<file path="src/rtl/mem_access_unit_pkg.sv">
// Shared types and constants for the MEM-stage access unit.
// MEM_TIMEOUT_EN enables the WAIT-state watchdog.
package mem_access_unit_pkg;

  typedef enum logic [1:0] {
    MEM_ST_IDLE = 2'd0,
    MEM_ST_WAIT = 2'd1,
    MEM_ST_DONE = 2'd2
  } mem_state_e;

  localparam logic [31:0] MEM_TIMEOUT_DATA = 32'hDEADBEEF;

endpackage

</file>
<file path="src/rtl/mem_access_unit_if.sv">
// Data-memory port: registered request side, ack/rdata response side.
// Master is the MEM stage, slave is the memory.
interface mem_access_unit_if #(
  parameter int unsigned ADDR_W = 17
);

  logic              mem_req;
  logic              mem_we;
  logic [ADDR_W-1:0] mem_addr;
  logic [31:0]       mem_wdata;
  logic [31:0]       mem_rdata;
  logic              mem_ack;

  modport master (
    output mem_req,
    output mem_we,
    output mem_addr,
    output mem_wdata,
    input  mem_rdata,
    input  mem_ack
  );

  modport slave (
    input  mem_req,
    input  mem_we,
    input  mem_addr,
    input  mem_wdata,
    output mem_rdata,
    output mem_ack
  );

endinterface

</file>
<file path="src/rtl/mem_watchdog.sv">
// WAIT-state cycle counter; flags the last allowed cycle.
// Instantiated by mem_access_unit only when MEM_TIMEOUT_EN is defined.
module mem_watchdog #(
  parameter int unsigned TIMEOUT_CYCLES = 1024
) (
  input  logic clk,
  input  logic rstn,
  input  logic en,
  output logic expired
);

  localparam int unsigned CntW = $clog2(TIMEOUT_CYCLES + 1);

  logic [CntW-1:0] cnt_q;
  logic [CntW-1:0] cnt_d;

  // Held at zero outside WAIT, so entering WAIT starts from 0.
  always_comb begin
    cnt_d = '0;
    if (en) cnt_d = cnt_q + 1'b1;
  end

  assign expired =
    en && (cnt_q == CntW'(TIMEOUT_CYCLES - 1));

  always_ff @(posedge clk or negedge rstn) begin
    if (!rstn) cnt_q <= '0;
    else       cnt_q <= cnt_d;
  end

endmodule

</file>
<file path="src/rtl/mem_access_unit.sv">
// MEM-stage controller: EX/MEM load/store to req/ack memory port.
// Define MEM_TIMEOUT_EN to bound WAIT with mem_watchdog.
module mem_access_unit
  import mem_access_unit_pkg::*;
#(
  parameter int unsigned ADDR_W         = 17,
  parameter int unsigned TIMEOUT_CYCLES = 1024
) (
  input  logic        clk,
  input  logic        rstn,
  input  logic        memread_mem,
  input  logic        memwrite_mem,
  input  logic [31:0] alu_result_mem,
  input  logic [31:0] write_data_memory_mem,
  input  logic        alu_ready,
  output logic        data_ready_mem,
  output logic [31:0] data_from_memory_mem,
  mem_access_unit_if.master mem,
  output logic        misalign_err,
  output logic [31:0] misalign_addr,
  output logic        timeout_err
);

  mem_state_e        state_q, state_d;
  logic              req_q, req_d;
  logic              we_q, we_d;
  logic [ADDR_W-1:0] addr_q, addr_d;
  logic [31:0]       wdata_q, wdata_d;
  logic [31:0]       rdata_q, rdata_d;
  logic              merr_q, merr_d;
  logic [31:0]       maddr_q, maddr_d;
  logic              access;
  logic              misaligned;
  logic              tmo;

  assign access     = memread_mem | memwrite_mem;
  assign misaligned = access & (|alu_result_mem[1:0]);

`ifdef MEM_TIMEOUT_EN
  logic terr_q, terr_d;

  mem_watchdog #(
    .TIMEOUT_CYCLES(TIMEOUT_CYCLES)
  ) u_watchdog (
    .clk    (clk),
    .rstn   (rstn),
    .en     (state_q == MEM_ST_WAIT),
    .expired(tmo)
  );

  assign terr_d = terr_q | (tmo & ~mem.mem_ack);

  always_ff @(posedge clk or negedge rstn) begin
    if (!rstn) terr_q <= 1'b0;
    else       terr_q <= terr_d;
  end

  assign timeout_err = terr_q;
`else
  logic unused_cfg;

  assign unused_cfg  = TIMEOUT_CYCLES[0];
  assign tmo         = 1'b0;
  assign timeout_err = 1'b0;
`endif

  always_comb begin
    state_d        = state_q;
    req_d          = req_q;
    we_d           = we_q;
    addr_d         = addr_q;
    wdata_d        = wdata_q;
    rdata_d        = rdata_q;
    merr_d         = merr_q;
    maddr_d        = maddr_q;
    data_ready_mem = 1'b1;
    case (state_q)
      MEM_ST_IDLE: begin
        data_ready_mem = ~access | misaligned;
        if (misaligned) begin
          // Misaligned ops pass through without touching memory.
          merr_d = 1'b1;
          if (!merr_q) maddr_d = alu_result_mem;
        end else if (access) begin
          state_d = MEM_ST_WAIT;
          req_d   = 1'b1;
          we_d    = memwrite_mem;
          addr_d  = alu_result_mem[ADDR_W+1:2];
          wdata_d = write_data_memory_mem;
        end
      end
      MEM_ST_WAIT: begin
        data_ready_mem = 1'b0;
        if (mem.mem_ack) begin
          req_d   = 1'b0;
          state_d = MEM_ST_DONE;
          if (!we_q) rdata_d = mem.mem_rdata;
        end else if (tmo) begin
          req_d   = 1'b0;
          state_d = MEM_ST_DONE;
          if (!we_q) rdata_d = MEM_TIMEOUT_DATA;
        end
      end
      MEM_ST_DONE: begin
        // Hold here while frozen so the op is never re-issued.
        if (alu_ready) state_d = MEM_ST_IDLE;
      end
      default: state_d = MEM_ST_IDLE;
    endcase
  end

  always_ff @(posedge clk or negedge rstn) begin
    if (!rstn) begin
      state_q <= MEM_ST_IDLE;
      req_q   <= 1'b0;
      we_q    <= 1'b0;
      addr_q  <= '0;
      wdata_q <= '0;
      rdata_q <= '0;
      merr_q  <= 1'b0;
      maddr_q <= '0;
    end else begin
      state_q <= state_d;
      req_q   <= req_d;
      we_q    <= we_d;
      addr_q  <= addr_d;
      wdata_q <= wdata_d;
      rdata_q <= rdata_d;
      merr_q  <= merr_d;
      maddr_q <= maddr_d;
    end
  end

  assign mem.mem_req           = req_q;
  assign mem.mem_we            = we_q;
  assign mem.mem_addr          = addr_q;
  assign mem.mem_wdata         = wdata_q;
  assign data_from_memory_mem  = rdata_q;
  assign misalign_err          = merr_q;
  assign misalign_addr         = maddr_q;

endmodule

</file>
<file path="src/flat_wrapper.sv">
// flat-port wrapper written by rule: the top's interface ports become plain ports
module mem_access_unit_flat import mem_access_unit_pkg::*;
#(
  parameter int unsigned ADDR_W         = 17,
  parameter int unsigned TIMEOUT_CYCLES = 1024
)
  (clk, rstn, memread_mem, memwrite_mem, alu_result_mem, write_data_memory_mem, alu_ready, data_ready_mem, data_from_memory_mem, misalign_err, misalign_addr, timeout_err, mem_mem_req, mem_mem_we, mem_mem_addr, mem_mem_wdata, mem_mem_rdata, mem_mem_ack);
  mem_access_unit_if #(.ADDR_W(ADDR_W)) mem_i ();
  input  logic clk;
  input  logic rstn;
  input  logic memread_mem;
  input  logic memwrite_mem;
  input  logic [31:0] alu_result_mem;
  input  logic [31:0] write_data_memory_mem;
  input  logic alu_ready;
  output logic data_ready_mem;
  output logic [31:0] data_from_memory_mem;
  output logic misalign_err;
  output logic [31:0] misalign_addr;
  output logic timeout_err;
  output wire logic [$bits(mem_i.mem_req)-1:0] mem_mem_req;
  output wire logic [$bits(mem_i.mem_we)-1:0] mem_mem_we;
  output wire logic [$bits(mem_i.mem_addr)-1:0] mem_mem_addr;
  output wire logic [$bits(mem_i.mem_wdata)-1:0] mem_mem_wdata;
  input wire logic [$bits(mem_i.mem_rdata)-1:0] mem_mem_rdata;
  input wire logic [$bits(mem_i.mem_ack)-1:0] mem_mem_ack;
  assign mem_mem_req = mem_i.mem_req;
  assign mem_mem_we = mem_i.mem_we;
  assign mem_mem_addr = mem_i.mem_addr;
  assign mem_mem_wdata = mem_i.mem_wdata;
  assign mem_i.mem_rdata = mem_mem_rdata;
  assign mem_i.mem_ack = mem_mem_ack;
  mem_access_unit #(.ADDR_W(ADDR_W), .TIMEOUT_CYCLES(TIMEOUT_CYCLES)) u_core (.clk(clk), .rstn(rstn), .memread_mem(memread_mem), .memwrite_mem(memwrite_mem), .alu_result_mem(alu_result_mem), .write_data_memory_mem(write_data_memory_mem), .alu_ready(alu_ready), .data_ready_mem(data_ready_mem), .data_from_memory_mem(data_from_memory_mem), .mem(mem_i), .misalign_err(misalign_err), .misalign_addr(misalign_addr), .timeout_err(timeout_err));
endmodule
</file>
<file path="config.mk">
export PLATFORM = sky130hd
export DESIGN_NAME = mem_access_unit_flat
export DESIGN_NICKNAME = d
export VERILOG_FILES = /design/src/rtl/mem_access_unit_pkg.sv /design/src/rtl/mem_access_unit_if.sv /design/src/rtl/mem_watchdog.sv /design/src/rtl/mem_access_unit.sv /design/src/flat_wrapper.sv
export SDC_FILE = /design/constraint.sdc
export NUM_CORES = 1
export LEC_CHECK = 0
export BUFFER_PORTS_ARGS = -buffer_cell sky130_fd_sc_hd__buf_4
export CORE_MARGIN = 1
export CORE_UTILIZATION = 30
export CTS_CLUSTER_SIZE = 28
export DETAILED_ROUTE_END_ITERATION = 10
export SYNTH_ARGS = -nofsm -noshare
export SYNTH_HDL_FRONTEND = slang
export SYNTH_SLANG_ARGS = --single-unit
</file>
<file path="constraint.sdc">
create_clock -name clk -period 1.7 [get_ports clk]
set_input_delay 0.17 -clock clk [delete_from_list [all_inputs] [get_ports clk]]
set_output_delay 0.17 -clock clk [all_outputs]
set_load 0.02 [all_outputs]
</file>
==> out/metrics.yaml, run 1 <==
skew_ns: 0.00453
max_stage_delay_ns: 0.39
first_iter_violations: 105
antenna_found_initial: 0
area_delta_synth_final_pct: 80.4
die_area_um2: 15900
synthTopCellsByCount: "dfrtp_1, mux2_2, mux2_4"
avgRoutedWirePerCell_um: 16.1
fin_cells: 800
min_path_type: "primary input to flip-flop"
critical-path-top-delay-family: "buffers and inverters"
cts-root-buf: "clkbuf_16"
worst_hold_slack_ns: 0.0383
core_area_um2: 14800
drv_slew: 0
netlist_instances: 263
p_per_area_nw_per_um2: 1470
ys_seq_area_share_pct: 63.9
async_reset_ff_share_pct: 100
hpwl_um: 8060
path_clk_slew_ns: 0.05
critPathLaunchType: "flip-flop"
totalWireLength_um: 12900
initial_core_util_pct: 31.3
synth_edf_count: 0
cts.path.max_buffers: 2
place.gp.congestion: 0.717
worstSetupEndpointType: "flip-flop"
vias: 3482
ir_worst_vdd_v: 0.000785
crit_type: "flip-flop to flip-flop"
io_buffers: 218
setup_viol: 0
slowest_stage: "dfrtp_1"
ant_nets: 0
synth_top_cell_by_area: "dfrtp_1"
power.leakage_nw: 4.14
synth.most_common_cell: "dfrtp_1"
grt_pass1_vias: 3659
period_share_pct: 99.7
dr.pass1.iters: 4
path_max_fanout: 8
cts_buffers: 17
cp_data_arrival_time_ns: 1.98
insertedDiodeCount: 0
status: "complete, no violations"
die_h_um: 126
critPathBufInv: 3
max-cap-violations: 0
pin_count: 220
yosysWarnings: 0
min_period_ns: 1.69
synth_area_per_cell_um2: 17.6
pre_cts_slack_ns: 0.0110
syn-num-nets: 365
cp.required_ns: 1.99
die_x_um: 126
ys_types: 20
cts_tree: "done"
grt_max_degree: 41
drive_gt1_share_pct: 61.9
nNetsFinal: 706
hold_viol_final: 0
synth_top_area_share_pct: 63.9
gr-total-overflow: 0
remaining_drc_errors: 0
track_usage_pct: 15.6
cts_sinks: 118
row_count: 44
vias_per_cell: 4.35
max_freq_ghz: 0.590
worstSkewPairLatency_ns: 0.40
dp.cells: 663
rsz0062_at_grt: "true"
final.setup.worst_slack_ns: 0.00539
ys_ff_latch: 118
grt_first_pass_wirelength_um: 19000
path_cells: "buf_6, nand3b_1, nor2_4, buf_12, clkbuf_16, mux2_2"
syn_area_um2: 4620
yosys-top-cells-area: "dfrtp_1, mux2_2, mux2_4"
synth_ff_type: "dfrtp_1"
h-tree-depth: 4
## final cells by class
type                    count  area (um^2)
clock inverters             9          150
fillers                  1195         6420
multi-input cells         131         1620
flip-flops and latches    118         2950
repair buffers            335         2910
inverters                   1         3.75
well taps                 184          230
clock buffers              22          464
## final timing paths
check                                                    start                                           to  depth (start not counted)  slack [ns]
max                              u_core.state_q[1]$_DFFE_PN0P_  u_core.data_from_memory_mem[25]$_DFFE_PN0P_                          6       0.005
min                                          alu_result_mem[1]          u_core.misalign_addr[1]$_DFFE_PN0P_                          2        0.04
max reg2reg                      u_core.state_q[1]$_DFFE_PN0P_  u_core.data_from_memory_mem[25]$_DFFE_PN0P_                          6       0.005
min reg2reg                u_core.misalign_addr[5]$_DFFE_PN0P_          u_core.misalign_addr[5]$_DFFE_PN0P_                          1        0.49
max in group asynchronous                                 rstn          u_core.misalign_addr[8]$_DFFE_PN0P_                          3        0.90
min in group asynchronous                                 rstn   u_core.data_from_memory_mem[0]$_DFFE_PN0P_                          2        0.21
## sequential cells by signal, summed over array words and instances, names as in the netlist
register	flops
u_core.data_from_memory_mem	32
u_core.mem.mem_addr	17
u_core.mem.mem_req	1
u_core.mem.mem_wdata	32
u_core.mem.mem_we	1
u_core.misalign_addr	32
u_core.misalign_err	1
u_core.state_q	2
## per-stage QoR
| step | util, % | instance area, um^2 | TNS [ns] | power (mW) |
|---|---|---|---|---|
| after global placement | 44.4 | 6550 | 0 | 8.18 |
| final | 56.5 | 8340 | 0 | 12.3 |
| after detailed placement | 44.4 | 6550 | 0 | 8.26 |
| after global routing | 56.5 | 8340 | -0.787 | 12.8 |
| after floorplan | - | 4620 | 0 | 6.32 |
| after CTS | 55.1 | 8130 | -0.0208 | 12.3 |
## layer usage
layer | share of wire, % | global-route usage, % | wire (um) | vias up
li1 | - | - | - | 1603
met2 | 51 | 25.8 | 6520 | 144
met1 | 41 | 18.3 | 5300 | 1721
met5 | 0 | 0 | 0 | -
met3 | 6.9 | 6.03 | 884 | 14
met4 | 1.4 | 5.67 | 174 | 0
## cell usage in the layout (no fill, tap or decap)
cell type	instances
mux2_4	58
o21ai_0	2
clkbuf_8	2
buf_16	1
nand2_1	2
clkinvlp_4	2
buf_6	3
clkinv_2	3
nor4_4	1
o22ai_1	1
clkbuf_4	1
mux2_1	2
buf_8	1
clkbuf_16	20
o31ai_1	1
dlygate4sd3_1	97
nor2_4	1
dfrtp_1	118
nor2_1	2
inv_1	1
mux2_2	54
buf_4	224
o21bai_1	1
buf_12	5
clkbuf_1	3
nand2b_1	2
bufinv_16	4
nand3b_1	1
or4b_4	1
conb_1	1
nor3_1	1
## repair_timing
item	4_1_cts	5_1_grt
hold buffers	97	0
endpoints found under the hold margin	210	0
setup endpoints to repair	7	61
setup buffers	0	4
pin swaps	0	2
gates cloned	0	5
resized for setup	0	17
## where the power goes
| group | total, mW | leakage (nW) | internal, mW | switching, mW |
|---|---|---|---|---|
| clock | 3.73 | 0.296 | 2.51 | 1.22 |
| sequential | 4.20 | 1.43 | 3.67 | 0.529 |
| combinational | 4.35 | 2.42 | 2.38 | 1.97 |
## cells by family (layout without fill, tap and decap cells)
kind of cell | after synthesis | count (layout) | share of synthesized area, %
compound gates | 5 | 5 | 0.677
buf+inv | 14 | 367 | 2.22
flops | 118 | 118 | 63.9
mux | 114 | 114 | 31.7
other cells | 1 | 1 | 0.0812
simple gates | 11 | 11 | 1.44
No activity file was read; power rests on OpenSTA's default activity.
==> run 2, diff against run 1 <==
--- a/config.mk
+++ b/config.mk
@@ -11,4 +11,5 @@
 export CTS_CLUSTER_SIZE = 28
 export DETAILED_ROUTE_END_ITERATION = 10
+export SETUP_SLACK_MARGIN = 0.1
 export SYNTH_ARGS = -nofsm -noshare
 export SYNTH_HDL_FRONTEND = slang
==> constraint.sdc (replaced) <==
create_clock -name clk -period 1.7 [get_ports clk]
set_input_delay 0 -clock clk [delete_from_list [all_inputs] [get_ports clk]]
set_output_delay 0 -clock clk [all_outputs]
set_load 0.02 [all_outputs]
==> run 2 against run 1 <==
Sequential share of layout area up 0.84 points. Sequential power hardly changed. Clock power is 14% lower. Hold slack improved by 0.0067 ns. First-iteration DRC count fell by 6.7%. Count of clock-buffer cells in the layout increased by 3. Critical path type unchanged. Largest power group unchanged.
==> out/metrics.yaml, run 2 (same netlist as run 1, synthesis figures left out) <==
track_usage_pct: 16.1  # +0.55 points
rr_worst_depth: 4  # -2
design_power_total_mw: 11.6  # -5.4%
startpoint: "u_core.state_q[1]$_DFFE_PN0P_"
h-tree-depth: 4  # unchanged
io_buffers: 218  # unchanged
rr_startpoint: "u_core.state_q[1]$_DFFE_PN0P_"
gr-total-overflow: 0  # unchanged
cts_buffers: 17  # unchanged
final.setup.worst_slack_ns: 0.0402  # +0.0349 ns
tightest_slew_ns: 0.697
power.leakage_nw: 4.05  # -2.3%
die_h_um: 126  # unchanged
regToRegEndpoint: "u_core.mem.mem_wdata[5]$_DFFE_PN0P_"
path_max_fanout: 27  # +19
period_share_pct: 97.6  # -2.1 points
final_common_cell: "buf_4"
antenna_found_initial: 0  # unchanged
vias_per_cell: 4.34  # -0.22%
rsz0062_at_grt: "true"
critical_path.endpoint: "u_core.mem.mem_wdata[5]$_DFFE_PN0P_"
pre_cts_slack_ns: 0.0639  # +0.0530 ns
remaining_drc_errors: 0  # unchanged
core_area_um2: 14800  # unchanged
cts_tree: "done"
die_area_um2: 15900  # unchanged
cp.required_ns: 1.99  # about the same
min_path_type: "primary input to flip-flop"
max-cap-violations: 0  # unchanged
totalWireLength_um: 12600  # -2.5%
drv_slew: 0  # unchanged
slew_headroom_pct: 53.5
vias: 3431  # -1.5%
grt_pass1_vias: 3861  # +5.5%
critPathLaunchType: "flip-flop"
cp_data_arrival_time_ns: 1.95  # -0.03 ns
min_from: "memread_mem"
p_per_area_nw_per_um2: 1430  # -3.1%
grt_first_pass_wirelength_um: 19600  # +3.5%
worstSetupEndpointType: "flip-flop"
r2r_slack_ns: 0.04  # +0.03 ns
setup_viol: 0  # unchanged
worstSkewPairLatency_ns: 0.41  # about the same
layout_common_cells: "buf_4, dfrtp_1, dlygate4sd3_1"
min_period_ns: 1.66  # -0.0349 ns
cts_sinks: 118  # unchanged
ir_worst_vdd_v: 0.000665  # -15%
multi_input_area_um2: 1650  # +1.5%
drive_gt1_share_pct: 60.2  # -1.6 points
max_freq_ghz: 0.602  # +2.1%
path_clk_slew_ns: 0.05  # about the same
fill_cells: 1185  # -0.84%
place.gp.congestion: 0.700  # -2.4%
cts.path.max_buffers: 2  # unchanged
ff_latch_area_um2: 2950  # unchanged
initial_core_util_pct: 31.3  # unchanged
status: "complete, no violations"
row_count: 44  # unchanged
area_delta_synth_final_pct: 76.2
hpwl_um: 7500  # -6.9%
insertedDiodeCount: 0  # unchanged
dr.pass1.iters: 3  # -1
hold_viol_final: 0  # unchanged
ant_nets: 0  # unchanged
first_iter_violations: 98  # -6.7%
grt_max_degree: 119  # +190%
pin_count: 220  # unchanged
skew_ns: 0.00508  # +0.000544 ns
avgRoutedWirePerCell_um: 15.9  # -1.3%
post_cts_buffers: 0  # unchanged
cts-root-buf: "clkbuf_16"
nNetsFinal: 697  # -1.3%
crit_type: "flip-flop to flip-flop"
die_x_um: 126  # unchanged
[run 2: cell count changes in the layout (fill, tap and decap cells not counted), sizes merged]
cell	previous run	this run
clkbuf	26	27
bufinv	4	1
clkinv	3	4
clkinvlp	2	0
buf	234	224
dlygate4sd3	97	100
[run 2: cell type report]
class	instances	area share, %
clock buffer	25	5.84
tap	184	2.83
timing repair buffer	326	34.2
clock inverter	5	0.615
sequential	118	36.3
multi-input combinational	131	20.2
inverter	1	0.0461
[run 2: worst max-delay path: stages, from the launching register on]
cell and delay, ns:
dfrtp_1 0.37, nor2_1 0.09, or4b_4 0.53, buf_12 0.22
mux2_4 0.32
[run 2: timing repair]
action / in CTS / in global routing
endpoints found under the setup margin: 102 / 114
pin swaps: 0 / 0
endpoints found under the hold margin: 235 / 0
cloned: 0 / 1
resized for setup: 0 / 19
hold buffers: 100 / 0
[run 2: worst min-delay path by stage]
stage	to	slack, ns	depth (start not counted)
after global placement	u_core.misalign_addr[6]$_DFFE_PN0P_	0.15	2
final	u_core.misalign_err$_DFFE_PN0P_	0.05	3
after CTS	u_core.misalign_err$_DFFE_PN0P_	0.02	3
after floorplan	u_core.data_from_memory_mem[0]$_DFFE_PN0P_	-0.30	0
after global routing	u_core.misalign_err$_DFFE_PN0P_	0.08	3
after detailed placement	u_core.misalign_addr[6]$_DFFE_PN0P_	0.15	2
[run 2: power by group]
group	total (mW)	switching [mW]	internal (mW)
clock network	3.22	1.17	2.06
registers	4.18	0.502	3.67
logic	4.23	1.94	2.29
total	11.6	3.61	8.02
[run 2: metrics by stage]
step                      hold WS [ns]  utilization, %  setup TNS, ns  cells  area [um^2]
after floorplan                 -0.296               -              0    263         4640
after global placement           0.145            44.2              0    659         6520
after detailed placement         0.148            44.2              0    659         6520
after CTS                       0.0223            54.5              0    789         8050
after global routing            0.0785            55.2         -0.210    790         8140
final                           0.0451            55.2              0    790         8140
[run 2: metal layers]
metal / GRT usage [%] / share of wire, % / up-vias
li1: - / - / 1588
met1: 17.9 / 42 / 1684
met2: 28.0 / 51 / 139
met3: 5.01 / 5.5 / 20
met4: 7.73 / 2.4 / 0
met5: 0 / 0 / -
